### src/rtl/pll_clk_lockgen.sv
// Behavioural stand-in for the vendor PLL wrapper and its global-reset primitive.
// Measures the clkin1 period in the clk_tb domain and qualifies it against the
// expected frequency. It raises one stable pll_lock once the reference is good,
// and then generates clkout1 from clk_tb while locked.
`timescale 1ns/100ps

module pll_clk_lockgen #(
    parameter int CLKIN_PERIOD_CYC = 10,
    parameter int PERIOD_TOL       = 1,
    parameter int LOCK_CNT         = 8,
    parameter int BAD_MAX          = 3,
    parameter int LOSS_CYC         = 40,
    parameter int OUT_HALF         = 2
) (
    input  logic clk_tb,
    input  logic rst_n,
    input  logic clkin1,
    input  logic pll_rst,
    output logic clkout1,
    output logic pll_lock
);

    typedef enum logic {
        ST_UNLOCKED = 1'b0,
        ST_LOCKED   = 1'b1
    } lock_state_t;

    localparam logic [16:0] PER_LO    = 17'(CLKIN_PERIOD_CYC - PERIOD_TOL);
    localparam logic [16:0] PER_HI    = 17'(CLKIN_PERIOD_CYC + PERIOD_TOL);
    localparam logic [15:0] LOSS_LIM  = 16'(LOSS_CYC);
    localparam logic [3:0]  LOCK_TGT  = 4'(LOCK_CNT);
    localparam logic [3:0]  BAD_TGT   = 4'(BAD_MAX);
    localparam logic [7:0]  HALF_LAST = 8'(OUT_HALF - 1);

    // Synchronizer and edge-detect state
    logic prst_meta_q, prst_meta_d;
    logic prst_sync_q, prst_sync_d;
    logic ck_meta_q,   ck_meta_d;
    logic ck_sync_q,   ck_sync_d;
    logic ck_prev_q,   ck_prev_d;
    logic edge_q,      edge_d;

    // Measurement and qualification state
    logic [15:0] period_cnt_q, period_cnt_d;
    logic        armed_q,      armed_d;
    logic [3:0]  good_cnt_q,   good_cnt_d;
    logic [3:0]  bad_cnt_q,    bad_cnt_d;
    lock_state_t state_q,      state_d;

    // Output clock generator state
    logic [7:0] half_cnt_q, half_cnt_d;
    logic       clkout_q,   clkout_d;

    // Helper terms for the qualification logic
    logic [16:0] period;
    logic        in_tol;
    logic        loss;
    logic [15:0] cnt_inc;
    logic [3:0]  good_inc;
    logic [3:0]  bad_inc;

    // Two-flop synchronizers for pll_rst and clkin1, plus a registered rising-edge pulse
    always_comb begin
        prst_meta_d = pll_rst;
        prst_sync_d = prst_meta_q;
        ck_meta_d   = clkin1;
        ck_sync_d   = ck_meta_q;
        ck_prev_d   = ck_sync_q;
        edge_d      = ck_sync_q & ~ck_prev_q;
    end

    // Period measurement, lock qualification, and loss-of-reference detection
    always_comb begin
        period   = {1'b0, period_cnt_q} + 17'd1;
        in_tol   = (period >= PER_LO) && (period <= PER_HI);
        loss     = (period_cnt_q >= LOSS_LIM);
        cnt_inc  = (period_cnt_q == 16'hFFFF) ? period_cnt_q : period_cnt_q + 16'd1;
        good_inc = (good_cnt_q == 4'hF) ? good_cnt_q : good_cnt_q + 4'd1;
        bad_inc  = bad_cnt_q + 4'd1;

        period_cnt_d = cnt_inc;
        armed_d      = armed_q;
        good_cnt_d   = good_cnt_q;
        bad_cnt_d    = bad_cnt_q;
        state_d      = state_q;

        if (prst_sync_q) begin
            period_cnt_d = 16'd0;
            armed_d      = 1'b0;
            good_cnt_d   = 4'd0;
            bad_cnt_d    = 4'd0;
            state_d      = ST_UNLOCKED;
        end else if (loss) begin
            state_d    = ST_UNLOCKED;
            good_cnt_d = 4'd0;
            bad_cnt_d  = 4'd0;
            armed_d    = edge_q;
            if (edge_q) begin
                period_cnt_d = 16'd0;
            end
        end else if (edge_q) begin
            period_cnt_d = 16'd0;
            if (!armed_q) begin
                armed_d = 1'b1;
            end else if (state_q == ST_UNLOCKED) begin
                if (in_tol) begin
                    good_cnt_d = good_inc;
                    if (good_inc == LOCK_TGT) begin
                        state_d   = ST_LOCKED;
                        bad_cnt_d = 4'd0;
                    end
                end else begin
                    good_cnt_d = 4'd0;
                end
            end else begin
                if (in_tol) begin
                    bad_cnt_d = 4'd0;
                end else if (bad_inc == BAD_TGT) begin
                    state_d    = ST_UNLOCKED;
                    good_cnt_d = 4'd0;
                    bad_cnt_d  = 4'd0;
                    armed_d    = 1'b0;
                end else begin
                    bad_cnt_d = bad_inc;
                end
            end
        end
    end

    // clkout1 runs only while lock is held; it is forced low in the cycle lock falls
    always_comb begin
        half_cnt_d = 8'd0;
        clkout_d   = 1'b0;
        if ((state_q == ST_LOCKED) && (state_d == ST_LOCKED)) begin
            if (half_cnt_q == HALF_LAST) begin
                half_cnt_d = 8'd0;
                clkout_d   = ~clkout_q;
            end else begin
                half_cnt_d = half_cnt_q + 8'd1;
                clkout_d   = clkout_q;
            end
        end
    end

    // State registers with asynchronous active-low global reset
    always_ff @(posedge clk_tb or negedge rst_n) begin
        if (!rst_n) begin
            prst_meta_q  <= 1'b0;
            prst_sync_q  <= 1'b0;
            ck_meta_q    <= 1'b0;
            ck_sync_q    <= 1'b0;
            ck_prev_q    <= 1'b0;
            edge_q       <= 1'b0;
            period_cnt_q <= 16'd0;
            armed_q      <= 1'b0;
            good_cnt_q   <= 4'd0;
            bad_cnt_q    <= 4'd0;
            state_q      <= ST_UNLOCKED;
            half_cnt_q   <= 8'd0;
            clkout_q     <= 1'b0;
        end else begin
            prst_meta_q  <= prst_meta_d;
            prst_sync_q  <= prst_sync_d;
            ck_meta_q    <= ck_meta_d;
            ck_sync_q    <= ck_sync_d;
            ck_prev_q    <= ck_prev_d;
            edge_q       <= edge_d;
            period_cnt_q <= period_cnt_d;
            armed_q      <= armed_d;
            good_cnt_q   <= good_cnt_d;
            bad_cnt_q    <= bad_cnt_d;
            state_q      <= state_d;
            half_cnt_q   <= half_cnt_d;
            clkout_q     <= clkout_d;
        end
    end

    assign pll_lock = (state_q == ST_LOCKED);
    assign clkout1  = clkout_q;

endmodule

### config.mk
export PLATFORM = sky130hd
export DESIGN_NAME = pll_clk_lockgen
export DESIGN_NICKNAME = d
export VERILOG_FILES = /design/src/rtl/pll_clk_lockgen.sv
export SDC_FILE = /design/constraint.sdc
export NUM_CORES = 1
export LEC_CHECK = 0
export ABC_AREA = 1
export BUFFER_PORTS_ARGS = -buffer_cell sky130_fd_sc_hd__buf_2
export CORE_ASPECT_RATIO = 0.5
export CORE_MARGIN = 1.5
export CORE_UTILIZATION = 45
export CTS_BUF_LIST = sky130_fd_sc_hd__clkbuf_16
export DETAILED_ROUTE_END_ITERATION = 12
export PLACE_DENSITY = 0.65
export SLEW_MARGIN = 20
export SYNTH_ARGS = -nofsm -noshare
export SYNTH_HDL_FRONTEND = slang
export SYNTH_SLANG_ARGS = --single-unit
### constraint.sdc
create_clock -name clk_tb -period 2.95 [get_ports clk_tb]
set_input_delay 0.1475 -clock clk_tb [delete_from_list [all_inputs] [get_ports clk_tb]]
set_output_delay 0.1475 -clock clk_tb [all_outputs]
set_load 0.03 [all_outputs]
==> run metrics, run 1 <==
antenna violations before repair 0; xor and xnor fraction of the mapped netlist area 0.04468; First DRT Iteration DRCs 73; DRC 0; Worst setup endpoint half_cnt_q[2]; crit-path max cell delay 0.42 ns; CTS tree done; # nets final 325; Die Span Y 54.13 um; mapped cell area 2352 um^2; layout cell share with drive strength beyond 1 0.09554; most frequent cells in the layout nand2_1 (74), dfrtp_1 (41), inv_1 (36); drt total wl 4799 um; fmax 425.4 MHz; main combinational cell family by area after synthesis simple AND/OR/NAND/NOR gates; Setup Buffers After CTS 0; Post-Place Cells 374; synth unique cells 25; post-synth net total 312; vias in the first global route 1,922; R2R Setup Slk 0.60 ns; CTS clock-pin slew for the worst setup and hold paths 0.06 ns; r2r worst-path depth 16; Fin Setup TNS 0 ns; total power 1.337 mW; WP data arrival 2.56 ns; area fraction in compound gates after synthesis 0.07234; worst r2r src period_cnt_q[0]; Placeable Area 4977 um^2; Routed Antenna Nets 0; pre-CTS setup slack 0.6246 ns; Bufs and invs on worst path 1; largest net degree at the start of global routing 42; most common cell after layout, fill and taps aside nand2_1; clock root buffer clkbuf_16; placed instance area 2465 um^2; final hold viol count 41; Stages on worst setup path 16; clk_lat worst skew 0.28 ns; status finished with violations; Synth Area per Inst 7.841 um^2; post-synthesis mux area share 0; Vias per Instance 5.029; I/O pins 6; Worst Tran Pin Value 0.8786 ns; post-layout util 0.5375; Post-Syn Instances 300; CP Data Required Time 3.16 ns; Row Count 18; total of max-cap violations 0; Worst Setup End Kind register; reg2reg end half_cnt_q[2]; Max clock buf depth 2; register area share after synthesis 0.4362; final hold slack -0.01566 ns; first drt pass iteration count 4; Slew Viols, Final 0; Starting Density 0.4726; Overflow after GRT 0; peak supply drop 0.2459 mV; Power Dens Cells 499.9 nW/um^2; max_slew headroom 0.4143; final setup margin 0.5992 ns; critical path startpoint period_cnt_q[0]; Synth Area in Simple Gates 0.3436; crit path max-delay cell type dfrtp_1; per-cell routed wire length 12.50 um; Max Fanout on Critical Path 8; dpl hpwl 3510 um; clock sink total 41; first-pass GRT wire length 8383 um; DIE AREA 5696 um^2; ANT cells 0; top cell family by delay on the critical path simple AND/OR/NAND/NOR gates; RSZ-0062 raised after global routing false; Startpoint Class register; Syn-to-layout area delta 13.72%; Worst path most repeated cell nand2_1; worst path cell trace ha_1 > nand2_1 > nor2_4 > nand2_1 > nand2_1 > nand2_1 > nand2_1 > nor2_1 > nand2_1 > nor2_2 > nand3_1 > nand2_1 > inv_1 > nand2_2 > nand4_4 > nor2_1; Synth Warn # 0; Final GP Congestion 0.9068; kind of critical path reg2reg; # fillers 448; failing checks hold timing; hold crit path type in2async; fin cells 384; vias 1,931; leakage power 1.201 nW; FF+latch count, synth 41; adder-cell share of the synthesized area 0.04255; Buffers on Ports 5; crit path time final 2.351 ns; Die W 105.2 um; Worst Skew 0.006148 ns; final number of setup-violating endpoints 0; clock buffer count from CTS 5; design area 2675 um^2; GRT Util Overall 0.1932; H-tree level count 2; crit share post-route 0.7969
report_power, final:
part	internal, mW	switching, mW	total, mW
Clock	0.483	0.224	0.707
Sequential	0.571	0.00777	0.579
Combinational	0.0141	0.0375	0.0516
Total	1.07	0.269	1.34
cell families (layout without fill, tap and decap cells):
family	Yosys count	after routing
xor gates and xnor gates	12	12
buffers and inverters	38	52
AOI/OAI and AO/OA	32	32
adders and majority gates	8	8
DFF	41	41
and+or+nand+nor	169	169
cells in the mapped netlist (all sizes together):
master | count | area share
nand3 | 23 | 0.049
xor2 | 10 | 0.037
o21ai | 16 | 0.034
a31oi | 3 | 0.0080
ha | 8 | 0.043
clkbuf | 2 | 0.0032
nor4 | 3 | 0.0080
o22ai | 1 | 0.0027
o31ai | 1 | 0.0032
xnor2 | 2 | 0.0074
a21oi | 10 | 0.021
nor3 | 3 | 0.0064
nor2 | 42 | 0.085
nor3b | 1 | 0.0032
a21boi | 1 | 0.0032
inv | 36 | 0.057
dfrtp | 41 | 0.44
nand3b | 4 | 0.013
nand4 | 11 | 0.036
nand2 | 82 | 0.14
layout make-up:
class,instances,area (um^2),area share
Inverter,36,135.1,0.05051
Tap cell,70,87.58,0.03274
Sequential cell,41,1026,0.3835
Timing Repair Buffer,8,52.55,0.01964
Multi-Input combinational cell,221,1184,0.4425
Clock inverter,3,65.06,0.02432
Clock buffer,5,125.1,0.04677
layer usage:
metal | GRT usage | vias up | routed length, um
li1 | - | 996 | -
met1 | 0.2351 | 877 | 2306
met2 | 0.3224 | 41 | 2125
met3 | 0.05085 | 17 | 204
met4 | 0.1119 | 0 | 163
met5 | 0 | - | 0
worst min path at each step:
stage	to	slack, ns
2_1_floorplan	armed_q	-0.15
3_3_place_gp	ck_meta_q	0.26
3_5_place_dp	ck_meta_q	0.26
4_1_cts	half_cnt_q[0]	0.03
5_1_grt	half_cnt_q[2]	0.09
6_report	half_cnt_q[0]	-0.02
flip-flops by register name, summed over array words and instances, names as in the netlist:
name,count
prst_meta_q,1
ck_meta_q,1
bad_cnt_q,4
clkout1,1
prst_sync_q,1
ck_prev_q,1
edge_q,1
armed_q,1
ck_prev_d,1
half_cnt_q,8
period_cnt_q,16
good_cnt_q,4
pll_lock,1
what timing repair did:
| item | 4_1_cts | 5_1_grt |
|---|---|---|
| setup endpoints to repair | 0 | 0 |
| endpoints found under the hold margin | 2 | 0 |
| gates resized for setup | 0 | 0 |
| hold buffers | 2 | 0 |
Note: power is estimated with default switching activity, not from simulation.
==> inputs of run 2 (changes only) <==
--- a/config.mk
+++ b/config.mk
@@ -12,7 +12,7 @@
 export CORE_UTILIZATION = 45
 export CTS_BUF_LIST = sky130_fd_sc_hd__clkbuf_16
 export DETAILED_ROUTE_END_ITERATION = 12
-export PLACE_DENSITY = 0.65
+export PLACE_DENSITY = 0.67
 export SLEW_MARGIN = 20
 export SYNTH_ARGS = -nofsm -noshare
 export SYNTH_HDL_FRONTEND = slang
==> constraint.sdc (replaced) <==
create_clock -name clk_tb -period 2 [get_ports clk_tb]
set_input_delay 0.1 -clock clk_tb [delete_from_list [all_inputs] [get_ports clk_tb]]
set_output_delay 0.1 -clock clk_tb [all_outputs]
set_load 0.03 [all_outputs]
==> run metrics, run 2 (same netlist as run 1, synthesis figures left out) <==
placed instance area 2638 um^2 (+7.0%); clock sink total 41 (unchanged); DRC 0 (unchanged); final hold viol count 0 (-100%); antenna violations before repair 0 (unchanged); max reg flops 16 (unchanged); clk_lat worst skew 0.29 ns (about the same); Buffers on Ports 5 (unchanged); CP Data Required Time 2.22 ns (-0.94 ns); Max clock buf depth 2 (unchanged); peak supply drop 0.3555 mV (+45%); crit path time final 2.167 ns (-0.1835 ns); Routed Antenna Nets 0 (unchanged); H-tree level count 2 (unchanged); register area 1028 um^2 (+0.24%); critical path startpoint period_cnt_q[0]; failing checks setup timing; Overflow after GRT 0 (unchanged); hold crit path type in2async; Die W 105.2 um (unchanged); ANT cells 0 (unchanged); reg2reg end half_cnt_q[6]; layout cell share with drive strength beyond 1 0.2865 (+0.1910); worst r2r src period_cnt_q[0]; dpl hpwl 3727 um (+6.2%); First DRT Iteration DRCs 71 (-2.7%); kind of critical path reg2reg; drt total wl 5408 um (+13%); Largest regs period_cnt_q x16, half_cnt_q x8; first-pass GRT wire length 8852 um (+5.6%); most frequent cells in the layout nand2_1 (66), dfrtp_1 (39), inv_1 (33), buf_4 (33), nor2_1 (24); # fillers 392 (-13%); WP data arrival 2.38 ns (-0.18 ns); first drt pass iteration count 4 (unchanged); Die Span Y 54.13 um (unchanged); vias in the first global route 2,013 (+4.7%); Biggest register period_cnt_q; Startpoint Class register; Max Fanout on Critical Path 8 (unchanged); final number of setup-violating endpoints 20 (+20); Worst Skew 0.003314 ns (-0.002834 ns); Power Dens Cells 613.7 nW/um^2 (+23%); I/O pins 6 (unchanged); leakage power 1.389 nW (+16%); max_slew headroom 0.7239 (+0.3096); DIE AREA 5696 um^2 (unchanged); total power 1.895 mW (+42%); clock buffer count from CTS 5 (unchanged); most common cell after layout, fill and taps aside nand2_1; Vias per Instance 5.093 (+1.3%); design area 3088 um^2 (+15%); Starting Density 0.4726 (unchanged); post-layout util 0.6204 (+0.08296); r2r worst-path depth 15 (-1); Worst setup endpoint half_cnt_q[6]; total of max-cap violations 0 (unchanged); Worst Tran Pin Value 0.4142 ns (-0.4645 ns); final setup margin -0.1673 ns (-0.7665 ns); CTS clock-pin slew for the worst setup and hold paths 0.06 ns (about the same); CTS tree done; # nets final 360 (+11%); largest net degree at the start of global routing 16 (-62%); R2R Setup Slk -0.17 ns (-0.77 ns); per-cell routed wire length 12.91 um (+3.3%); Syn-to-layout area delta 31.28%; fmax 461.4 MHz (+8.5%); Slew Viols, Final 0 (unchanged); GRT Util Overall 0.2040 (+0.01084); Worst Setup End Kind register; Placeable Area 4977 um^2 (unchanged); crit share post-route 1.084 (+0.2868); Final GP Congestion 0.8986 (-0.90%); vias 2,134 (+11%); RSZ-0062 raised after global routing true; Row Count 18 (unchanged); status finished with violations; clock root buffer clkbuf_16; area of the multi-input gates 1340 um^2 (+13%)
run 2: worst max-delay path, stage by stage, from the launching register on:
cell	delay (ns)
dfrtp_2	0.41
ha_4	0.17
nand2_4	0.06
nor2_4	0.19
nand2_2	0.12
nor2_1	0.10
nand2_1	0.07
nand2_2	0.09
nand3_2	0.09
nor2_4	0.18
nand2_4	0.09
nand2_4	0.09
nand2_4	0.05
nand2_4	0.08
nand4_4	0.16
nor2_1	0.15
run 2: how the worst min path moves through the flow:
stage                                to  slack [ns]  depth (start not counted)
after CTS                 half_cnt_q[3]        0.23                          2
after global placement    half_cnt_q[3]      -0.009                          1
after detailed placement  half_cnt_q[3]      0.0002                          1
after global routing      half_cnt_q[2]        0.28                          2
after floorplan                 armed_q       -0.20                          0
final                     half_cnt_q[4]        0.25                          2
run 2: final cells by class:
| class | instances | share of cell area |
|---|---|---|
| clock inverters | 3 | 0.01499 |
| well taps | 70 | 0.02836 |
| inverters | 36 | 0.04376 |
| flip-flops and latches | 41 | 0.3331 |
| multi-input cells | 221 | 0.4340 |
| clock buffers | 5 | 0.04052 |
| repair buffers | 43 | 0.1053 |
run 2: metrics by stage:
stage	hold slack (ns)	TNS, ns	instances	setup slack, ns
global route	0.2837	-5.733	419	-0.3287
floorplan	-0.1956	0	300	0.02587
global placement	-0.008593	-1.850	396	-0.1314
CTS	0.2325	-2.180	418	-0.1522
detailed placement	0.0002497	-3.524	396	-0.2375
finish	0.2459	-2.344	419	-0.1673
run 2: timing repair:
item,4_1_cts,5_1_grt
hold endpoints to repair,14,0
endpoints found under the setup margin,19,24
pin swaps,20,11
hold buffers,3,0
buffers inserted,11,1
gates resized for setup,24,21
run 2: where the power goes:
part / leakage, nW / internal, mW / switching (mW) / total [mW]
registers: 0.555 / 0.842 / 0.0137 / 0.856
logic: 0.754 / 0.0410 / 0.0682 / 0.109
clock network: 0.0800 / 0.591 / 0.340 / 0.930
total: 1.39 / 1.47 / 0.421 / 1.90
run 2: per-layer routing:
layer,GRT usage,part of all wire,routed length [um],vias up
met5,0,0,0,-
met4,0.04338,0.0089,48,0
met3,0.05085,0.038,203,6
met2,0.3845,0.50,2695,44
met1,0.2444,0.46,2461,1014
li1,-,-,-,1070
